--- src/rtl/riscv_div_ctrl_pkg.sv ---
// Shared definitions for the divide control pipeline: op encodings,
// 32-bit constants and the stage-1 payload layout.
package riscv_div_ctrl_pkg;

    localparam int unsigned XLEN = 32;

    localparam logic [XLEN-1:0] INT_MIN  = 32'h8000_0000;
    localparam logic [XLEN-1:0] ALL_ONES = 32'hFFFF_FFFF;

    typedef enum logic [1:0] {
        OP_DIV  = 2'd0,
        OP_DIVU = 2'd1,
        OP_REM  = 2'd2,
        OP_REMU = 2'd3
    } div_op_e;

    // Operand magnitudes plus everything needed to correct the core result.
    typedef struct packed {
        logic [XLEN-1:0] a_mag;
        logic [XLEN-1:0] b_mag;
        logic [XLEN-1:0] a_orig;
        div_op_e         op;
        logic            neg_q;
        logic            neg_r;
        logic            b_zero;
        logic            ovf;
    } s1_payload_t;

    function automatic logic op_is_signed(input div_op_e op);
        return (op == OP_DIV) || (op == OP_REM);
    endfunction

    function automatic logic op_is_rem(input div_op_e op);
        return (op == OP_REM) || (op == OP_REMU);
    endfunction

endpackage

--- src/rtl/riscv_div_ctrl_fastdiv.sv ---
// Combinational 32-bit unsigned divider core (restoring, fully unrolled).
// Divide by zero yields quotient all-ones and remainder x.
module RiscVFastDiv
    import riscv_div_ctrl_pkg::*;
(
    input  logic [XLEN-1:0] x,
    input  logic [XLEN-1:0] y,
    output logic [XLEN-1:0] quotient,
    output logic [XLEN-1:0] remainder
);

    logic [XLEN:0]   part;
    logic [XLEN-1:0] quo;

    always_comb begin
        part = '0;
        quo  = '0;
        for (int i = XLEN - 1; i >= 0; i--) begin
            part = {part[XLEN-1:0], x[i]};
            if (part >= {1'b0, y}) begin
                part   = part - {1'b0, y};
                quo[i] = 1'b1;
            end
        end
        quotient  = quo;
        remainder = part[XLEN-1:0];
    end

endmodule

--- src/rtl/riscv_div_ctrl.sv ---
// Two-stage RISC-V M-extension divide/remainder pipeline with valid/ready
// handshakes, flush and special-case handling around an unsigned core.
module riscv_div_ctrl
    import riscv_div_ctrl_pkg::*;
#(
    parameter int unsigned TAG_W = 5
) (
    input  logic             clk,
    input  logic             rst,
    input  logic             flush,
    input  logic             in_valid,
    output logic             in_ready,
    input  logic [1:0]       in_op,
    input  logic [XLEN-1:0]  in_a,
    input  logic [XLEN-1:0]  in_b,
    input  logic [TAG_W-1:0] in_tag,
    output logic             out_valid,
    input  logic             out_ready,
    output logic [XLEN-1:0]  out_result,
    output logic [TAG_W-1:0] out_tag,
    output logic             busy
);

    logic             s1_valid;
    logic             s2_valid;
    s1_payload_t      s1_pay;
    s1_payload_t      s1_nxt;
    logic [TAG_W-1:0] s1_tag;
    logic             s1_adv;
    logic             accept;
    logic [XLEN-1:0]  core_q;
    logic [XLEN-1:0]  core_r;
    logic [XLEN-1:0]  fix_q;
    logic [XLEN-1:0]  fix_r;
    logic [XLEN-1:0]  result;

    // S1 moves on when S2 is empty or is handing its result off this cycle.
    assign s1_adv    = s1_valid && (!s2_valid || out_ready);
    assign in_ready  = !rst && !flush && (!s1_valid || s1_adv);
    assign accept    = in_valid && in_ready;
    assign out_valid = s2_valid;
    assign busy      = s1_valid || s2_valid;

    // Operand conditioning ahead of the S1 register.
    always_comb begin
        logic sgn;
        s1_nxt        = '0;
        sgn           = op_is_signed(div_op_e'(in_op));
        s1_nxt.op     = div_op_e'(in_op);
        s1_nxt.a_orig = in_a;
        s1_nxt.a_mag  = (sgn && in_a[XLEN-1]) ? (~in_a + 32'd1) : in_a;
        s1_nxt.b_mag  = (sgn && in_b[XLEN-1]) ? (~in_b + 32'd1) : in_b;
        s1_nxt.b_zero = (in_b == '0);
        s1_nxt.neg_q  = sgn && (in_a[XLEN-1] != in_b[XLEN-1]) && (in_b != '0);
        s1_nxt.neg_r  = sgn && in_a[XLEN-1];
        s1_nxt.ovf    = sgn && (in_a == INT_MIN) && (in_b == ALL_ONES);
    end

    RiscVFastDiv u_core (
        .x         (s1_pay.a_mag),
        .y         (s1_pay.b_mag),
        .quotient  (core_q),
        .remainder (core_r)
    );

    // Sign correction and special cases ahead of the S2 register.
    always_comb begin
        fix_q = s1_pay.neg_q ? (~core_q + 32'd1) : core_q;
        fix_r = s1_pay.neg_r ? (~core_r + 32'd1) : core_r;
        if (s1_pay.b_zero) begin
            result = op_is_rem(s1_pay.op) ? s1_pay.a_orig : ALL_ONES;
        end else if (s1_pay.ovf) begin
            result = op_is_rem(s1_pay.op) ? '0 : INT_MIN;
        end else begin
            result = op_is_rem(s1_pay.op) ? fix_r : fix_q;
        end
    end

    always_ff @(posedge clk) begin
        if (accept) begin
            s1_pay <= s1_nxt;
            s1_tag <= in_tag;
        end
    end

    always_ff @(posedge clk) begin
        if (rst) begin
            s1_valid   <= 1'b0;
            s2_valid   <= 1'b0;
            out_result <= '0;
            out_tag    <= '0;
        end else if (flush) begin
            s1_valid <= 1'b0;
            s2_valid <= 1'b0;
        end else begin
            if (accept) begin
                s1_valid <= 1'b1;
            end else if (s1_adv) begin
                s1_valid <= 1'b0;
            end
            if (s1_adv) begin
                s2_valid   <= 1'b1;
                out_result <= result;
                out_tag    <= s1_tag;
            end else if (out_ready) begin
                s2_valid <= 1'b0;
            end
        end
    end

endmodule

--- config.mk ---
export PLATFORM = sky130hd
export DESIGN_NAME = riscv_div_ctrl
export DESIGN_NICKNAME = d
export VERILOG_FILES = /design/src/rtl/riscv_div_ctrl_pkg.sv /design/src/rtl/riscv_div_ctrl_fastdiv.sv /design/src/rtl/riscv_div_ctrl.sv
export SDC_FILE = /design/constraint.sdc
export NUM_CORES = 2
export LEC_CHECK = 0
export ABC_CLOCK_PERIOD_IN_PS = 252100
export CORE_MARGIN = 2
export CORE_UTILIZATION = 42
export DETAILED_ROUTE_END_ITERATION = 16
export PLACE_DENSITY_LB_ADDON = 0.3
export SYNTH_ARGS = -nofsm -noshare
export SYNTH_HDL_FRONTEND = slang
export SYNTH_SLANG_ARGS = --single-unit
--- constraint.sdc ---
create_clock -name clk -period 252.1 [get_ports clk]
set_clock_uncertainty 0.1 [all_clocks]
set_input_delay 50.42 -clock clk [delete_from_list [all_inputs] [get_ports clk]]
set_output_delay 50.42 -clock clk [all_outputs]
set_load 0.02 [all_outputs]
Word-level counts from Yosys, hierarchy flattened:

Cells that the tools add are included.

* flip-flop bits (word level): 146
* input bits: 76
* output and inout bits: 40
* word-level logic and storage cells: 195

* add/subtract/negate cells: 36
* order comparisons: 32
* equal/unequal tests: 6
* multiplexer cells: 77
* bitwise operators: 5
* reductions and logical operators: 26

Operator list (count)
* $mux 32: 41
* $ge 33x32->1: 31
* $sub 32x32->32: 31
* $add 32x1->32 const B: 4
* $not 32->32: 4
* $eq 32x32->1 const B: 2
* $mux 1: 36
* $ge 1x32->1: 1
* $logic_not 32->1: 1
* $reduce_bool 32->1: 1
* $sub 1x32->32: 1
* $logic_and 1x1->1: 10
* $eq 2x2->1 const B: 3
* $logic_or 1x1->1: 5
* $logic_not 1->1: 4
* $reduce_bool 2->1: 2
* $logic_not 2->1: 1
* $reduce_and 2->1: 1
* $reduce_or 2->1: 1
* $ne 1x1->1: 1
* $not 1->1: 1

Longest topological paths before layout:

* depth after elaboration: 70
* depth in mapped cells: 836
* gate-level depth less buffers: 753

By module:

A second synthesis with hierarchy kept.

* cell total of the unflattened synthesis: 9304
* area, all modules: 67193.2 µm²

By module, submodules not included
* RiscVFastDiv: times used 1, cells an instance 8513, area each 59194.3 µm², sequential area each 0.0 µm²
* riscv_div_ctrl: times used 1, cells an instance 791, area each 7998.9 µm², sequential area each 3933.8 µm²

Worst setup path before layout:

No wires, ideal clock.

* path kind: register to register
* from: register s1_pay[39] (netlist bit)
* to: register out_result[28]
* setup time: 80 ps
* data arrival time: 154862 ps
* data required time: 251920 ps
* setup slack: 97058 ps
* cell stages (with the launch flop): 804
* path buffers: 97
* period minus slack after synthesis: 155042 ps
* cell sequence: edfxtp_1 > inv_1 > clkbuf_1 > ha_1 > clkbuf_1 > a21oi_1 > or3_1 > clkbuf_1 > clkbuf_1 > nor2_1 > ha_1 > a21o_1 > nand2_1 > a31oi_4 > o31a_1 > a21o_1 > a31oi_2 > clkbuf_1 > [768 not listed] > a21o_1 > a21o_1 > a221oi_1 > nand3b_1 > a211oi_1 > o22ai_1 > clkbuf_1 > clkbuf_1 > buf_1 > buf_1 > a21o_1 > ha_1 > inv_1 > a211oi_2 > nand3_2 > or4_1 > a21o_1 > a211oi_2

* longest elaborated chain between the ends: 70
* elaborated cells on any way between the ends: 134
* those cells by class: add/sub: 34; order compare: 32; mux: 66; bitwise: 2

RTL lines
* start, declared: line riscv_div_ctrl.sv:26 `s1_payload_t s1_pay;`
* start signal, assigned: line riscv_div_ctrl.sv:81 `s1_pay <= s1_nxt;`
* $sub 1x32->32 / $ge 1x32->1 (equally long branches): line riscv_div_ctrl_fastdiv.sv:21, riscv_div_ctrl_fastdiv.sv:20
* $mux 32: line riscv_div_ctrl_fastdiv.sv:20 `if (part >= {1'b0, y}) begin`
* $sub 32x32->32 / $ge 33x32->1 (equally long branches): line riscv_div_ctrl_fastdiv.sv:21, riscv_div_ctrl_fastdiv.sv:20
* $mux 32: line riscv_div_ctrl_fastdiv.sv:20
* $sub 32x32->32 / $ge 33x32->1 (equally long branches): line riscv_div_ctrl_fastdiv.sv:21, riscv_div_ctrl_fastdiv.sv:20
* $mux 32: line riscv_div_ctrl_fastdiv.sv:20
* $sub 32x32->32 / $ge 33x32->1 (equally long branches): line riscv_div_ctrl_fastdiv.sv:21, riscv_div_ctrl_fastdiv.sv:20
* $mux 32: line riscv_div_ctrl_fastdiv.sv:20
* [54 not listed]
* $ge 33x32->1 / $sub 32x32->32 (equally long branches): line riscv_div_ctrl_fastdiv.sv:20, riscv_div_ctrl_fastdiv.sv:21
* $mux 1 / $mux 32 (equally long branches): line riscv_div_ctrl_fastdiv.sv:20
* $not 32->32, on equally long branches: line riscv_div_ctrl.sv:68, riscv_div_ctrl.sv:69
* $add 32x1->32, on equally long branches: line riscv_div_ctrl.sv:68, riscv_div_ctrl.sv:69
* $mux 32, on equally long branches: line riscv_div_ctrl.sv:68, riscv_div_ctrl.sv:69
* $mux 32 *: line riscv_div_ctrl.sv:75 `result = op_is_rem(s1_pay.op) ? fix_r : fix_q;`
* $mux 32 *: line riscv_div_ctrl.sv:72 `end else if (s1_pay.ovf) begin`
* $mux 32 *: line riscv_div_ctrl.sv:70 `if (s1_pay.b_zero) begin`
* end signal, assigned: line riscv_div_ctrl.sv:103 `out_result <= result;`
* end, declared: line riscv_div_ctrl.sv:19 `output logic [XLEN-1:0] out_result,`

Mark *: on every way between the ends. The rest lies on a longest branch, timed or not.
A chain may end at the register's enable or synchronous reset.

==> results_dict.tcl <==
set metrics [dict create \
    synth_cells 9828 \
    start_util 0.422 \
    cts-hold-fix-buffers 0 \
    timing.final.hold_violations 0 \
    use_met2 0.520 \
    crit_path_max_fanout 53 \
    cap_violations 1 \
    syn_area_per_cell_um2 7.08 \
    switching_share 0.594 \
    syn_area_mm2 0.0696 \
    die_width_um 411 \
    finalCriticalPeriod_ns 176.46 \
    fin_area_mm2 0.0740 \
    total_power_uw 472 \
    coreArea_mm2 0.165 \
    grt_pass1_wl_um 433000 \
    syn_nets 10900 \
    hold_path.class "reg -> reg" \
    combPwrFrac 0.883 \
    cts_tree "built" \
    cts-root-buf "clkbuf_16" \
    tns_ns 0 \
    fin_hold_ws_ns 0.360 \
    yosysSeqAreaShare 0.0565 \
    clock_latency_ns 0.51 \
    synth-async-reset-ratio 0 \
    status "finished with violations" \
    synthToLayoutAreaGrowth_pct 6.26 \
    remaining_drc_errors 0 \
    rsz0062_at_grt "false" \
    dpl_worst_slack_ns 82.42 \
    vdd_drop_max_mv 0.0118 \
    p_clk_frac 0.058 \
    postPlaceCellArea_mm2 0.0734 \
    power.density_mw_per_mm2 6.37 \
    drive_gt1_frac 0.0829 \
    critPathSlowestCell "nor3b_1" \
    grt_usage 0.329 \
    grt_pass1_vias 71500 \
    clk_pin_slew_ns 0.08 \
    synth.distinct_cells 133 \
    power_leakage_nw 34.6 \
    drt_iter0_drc 7581 \
    die_height_um 411 \
    cts_setup_buffers 0 \
    vias 76800 \
    grt_max_degree 62 \
    maxSlewHeadroom 0.0152 \
    num_rows 149 \
    grt.busiest_layer "met2" \
    synth_ff_type "edfxtp_1" \
    setup_viol 0 \
    cts_made_buffers 17 \
    hpwl_um 233000 \
    max_slew.worst_pin.slew_ns 1.44 \
    clock-sinks 144 \
    critPathMaxStageDelay_ns 1.10 \
    ant_nets 0 \
    fillers 16900 \
    die_area_mm2 0.169 \
    num_io_pins 116 \
    yosys_warnings 0 \
    overflow 0 \
    synth_seq_cells 144 \
    critPathArrivalTime_ns 176.79 \
    cp.required_ns 252.44 \
    drv_slew 0 \
    post-route-period-util 0.700 \
    place_congestion 1.06 \
    ctsResizeCount 0 \
    fmax_mhz 5.67 \
    cts_buffer_depth 2 \
    drt-wirelength-per-cell_um 24.3 \
    worstSetupPathType "reg -> reg" \
    cts_max_level 4 \
    port_buffers 115 \
    violations "max-capacitance violations" \
    cp_common_cell "o21ai_0" \
    drt_wl_total_um 292000 \
    use_met3 0.0441 \
    final_nets 10900 \
    cp-end-kind "register" \
    vias_per_cell 6.39 \
    antenna_found_initial 3 \
    use_met1 0.430 \
    p_seq_frac 0.059 \
    synth-edff-count 105 \
    p_int_uw 191 \
    drt_pass1_iterations 7 \
    p_sw_uw 280 \
    crit_path_start_kind "register" \
    setup_ws_ns 75.64 \
]
cell families (layout without fill, tap and decap cells):
kind of cell,count (synthesis),after routing,synth area share
simple gates,3324,3324,0.223
compound gates,3018,3018,0.283
fa+ha+maj,1030,1030,0.188
buf+inv,907,909,0.0507
xor+xnor,708,708,0.0891
mux,697,697,0.109
flops,144,144,0.0565
other cells,0,2,0
worst paths after layout:
kind                              start  slack (ns)                          end  cells after the start
min reg2reg  out_result[2]$_SDFFE_PP0P_        0.36   out_result[2]$_SDFFE_PP0P_                      2
max reg2reg        s1_pay[38]$_DFFE_PP_       75.64  out_result[22]$_SDFFE_PP0P_                    742
min          out_result[2]$_SDFFE_PP0P_        0.36   out_result[2]$_SDFFE_PP0P_                      2
max                s1_pay[38]$_DFFE_PP_       75.64  out_result[22]$_SDFFE_PP0P_                    937
power by group through the flow:
stage	combinational, mW	clock [mW]	sequential (mW)
detailed placement	0.401	0	0.0281
global route	0.448	0.0285	0.0277
finish	0.416	0.0275	0.0276
CTS	0.403	0.0277	0.0276
global placement	0.397	0	0.0281
floorplan	0.288	0	0.0281
sequential cells by signal (all words and copies together) (netlist names):
name / count
out_result: 32
out_tag: 5
out_valid: 1
s1_pay: 100
s1_tag: 5
s1_valid: 1
layout by cell type, fill, tap and decap left out, drive strengths merged, types with 31 or more instances in the layout:
cell type      count
a2111oi           37
a211o             33
a211oi           122
a21boi           271
a21o             333
a21oi            715
a221o             31
a31oi             86
and2              80
and3              86
buf              113
clkdlybuf4s50    114
dfxtp             39
edfxtp           105
fa                31
ha               999
inv              655
mux2             482
mux2i            215
nand2           1059
nand2b           122
nand3            185
nand4            208
nor2            1004
nor2b            137
nor3             163
nor4              88
o211ai            58
o21a              90
o21ai            779
o21bai            57
o31ai             78
or2               44
or3               50
xnor2            434
xor2             274
critical path, delay by kind of cell (launching register included):
kind / cells / cell delay, ns
buffers and inverters: 37 / 9.25
xor gates and xnor gates: 1 / 0.93
adders and majority gates: 39 / 12.87
muxes: 20 / 7.86
and+or+nand+nor: 118 / 28.98
AOI/OAI and AO/OA: 722 / 156.28
DFF: 1 / 0.40
synth_stat cells (28+ instances only):
cell type	count	area, um^2
nand2_1	1057	3970
nor2_1	1000	3750
ha_1	999	12500
o21ai_0	755	3780
a21oi_1	708	3540
inv_1	642	2410
mux2_2	475	5350
xnor2_1	434	3800
a21o_1	333	2500
xor2_1	274	2400
a21boi_0	266	2000
mux2i_1	213	2130
nand4_1	208	1300
nand3_1	183	916
clkbuf_1	170	638
nor3_1	157	786
nor2b_1	137	857
nand2b_1	122	763
a211oi_1	112	841
edfxtp_1	105	3150
o21a_1	90	676
nor4_1	87	544
and3_1	85	532
a31oi_1	83	519
and2_1	79	494
o31ai_1	74	556
o211ai_1	56	420
o21bai_1	56	420
or3_1	49	307
buf_1	47	176
dfxtp_1	39	781
or2_2	38	238
a211o_1	33	289
a221o_1	31	310
fa_1	31	621
a2111oi_0	30	263
a22oi_1	29	218
a221oi_1	28	245
layer usage:
layer	up-vias	wire length, um	share of wire
met5	-	13	0.000045
met4	2	19000	0.065
met3	772	25500	0.087
met2	3705	126000	0.43
met1	36200	122000	0.42
li1	36100	-	-
stage by stage:
step	cells	utilization
after floorplan	9828	-
after global placement	12000	0.445
after detailed placement	12000	0.445
after CTS	12000	0.449
after global routing	12000	0.449
final	12000	0.449
area by class of cell:
cell class	instances	area, um^2	area share
Antenna cell	2	5.00	0.0000677
Clock buffer	19	464	0.00628
Clock inverter	13	129	0.00174
Inverter	650	2440	0.0330
Multi-Input combinational cell	8777	62300	0.842
Sequential cell	144	3930	0.0532
Tap cell	2189	2740	0.0370
Timing Repair Buffer	227	1990	0.0269
(Power assumes the default switching activity.)
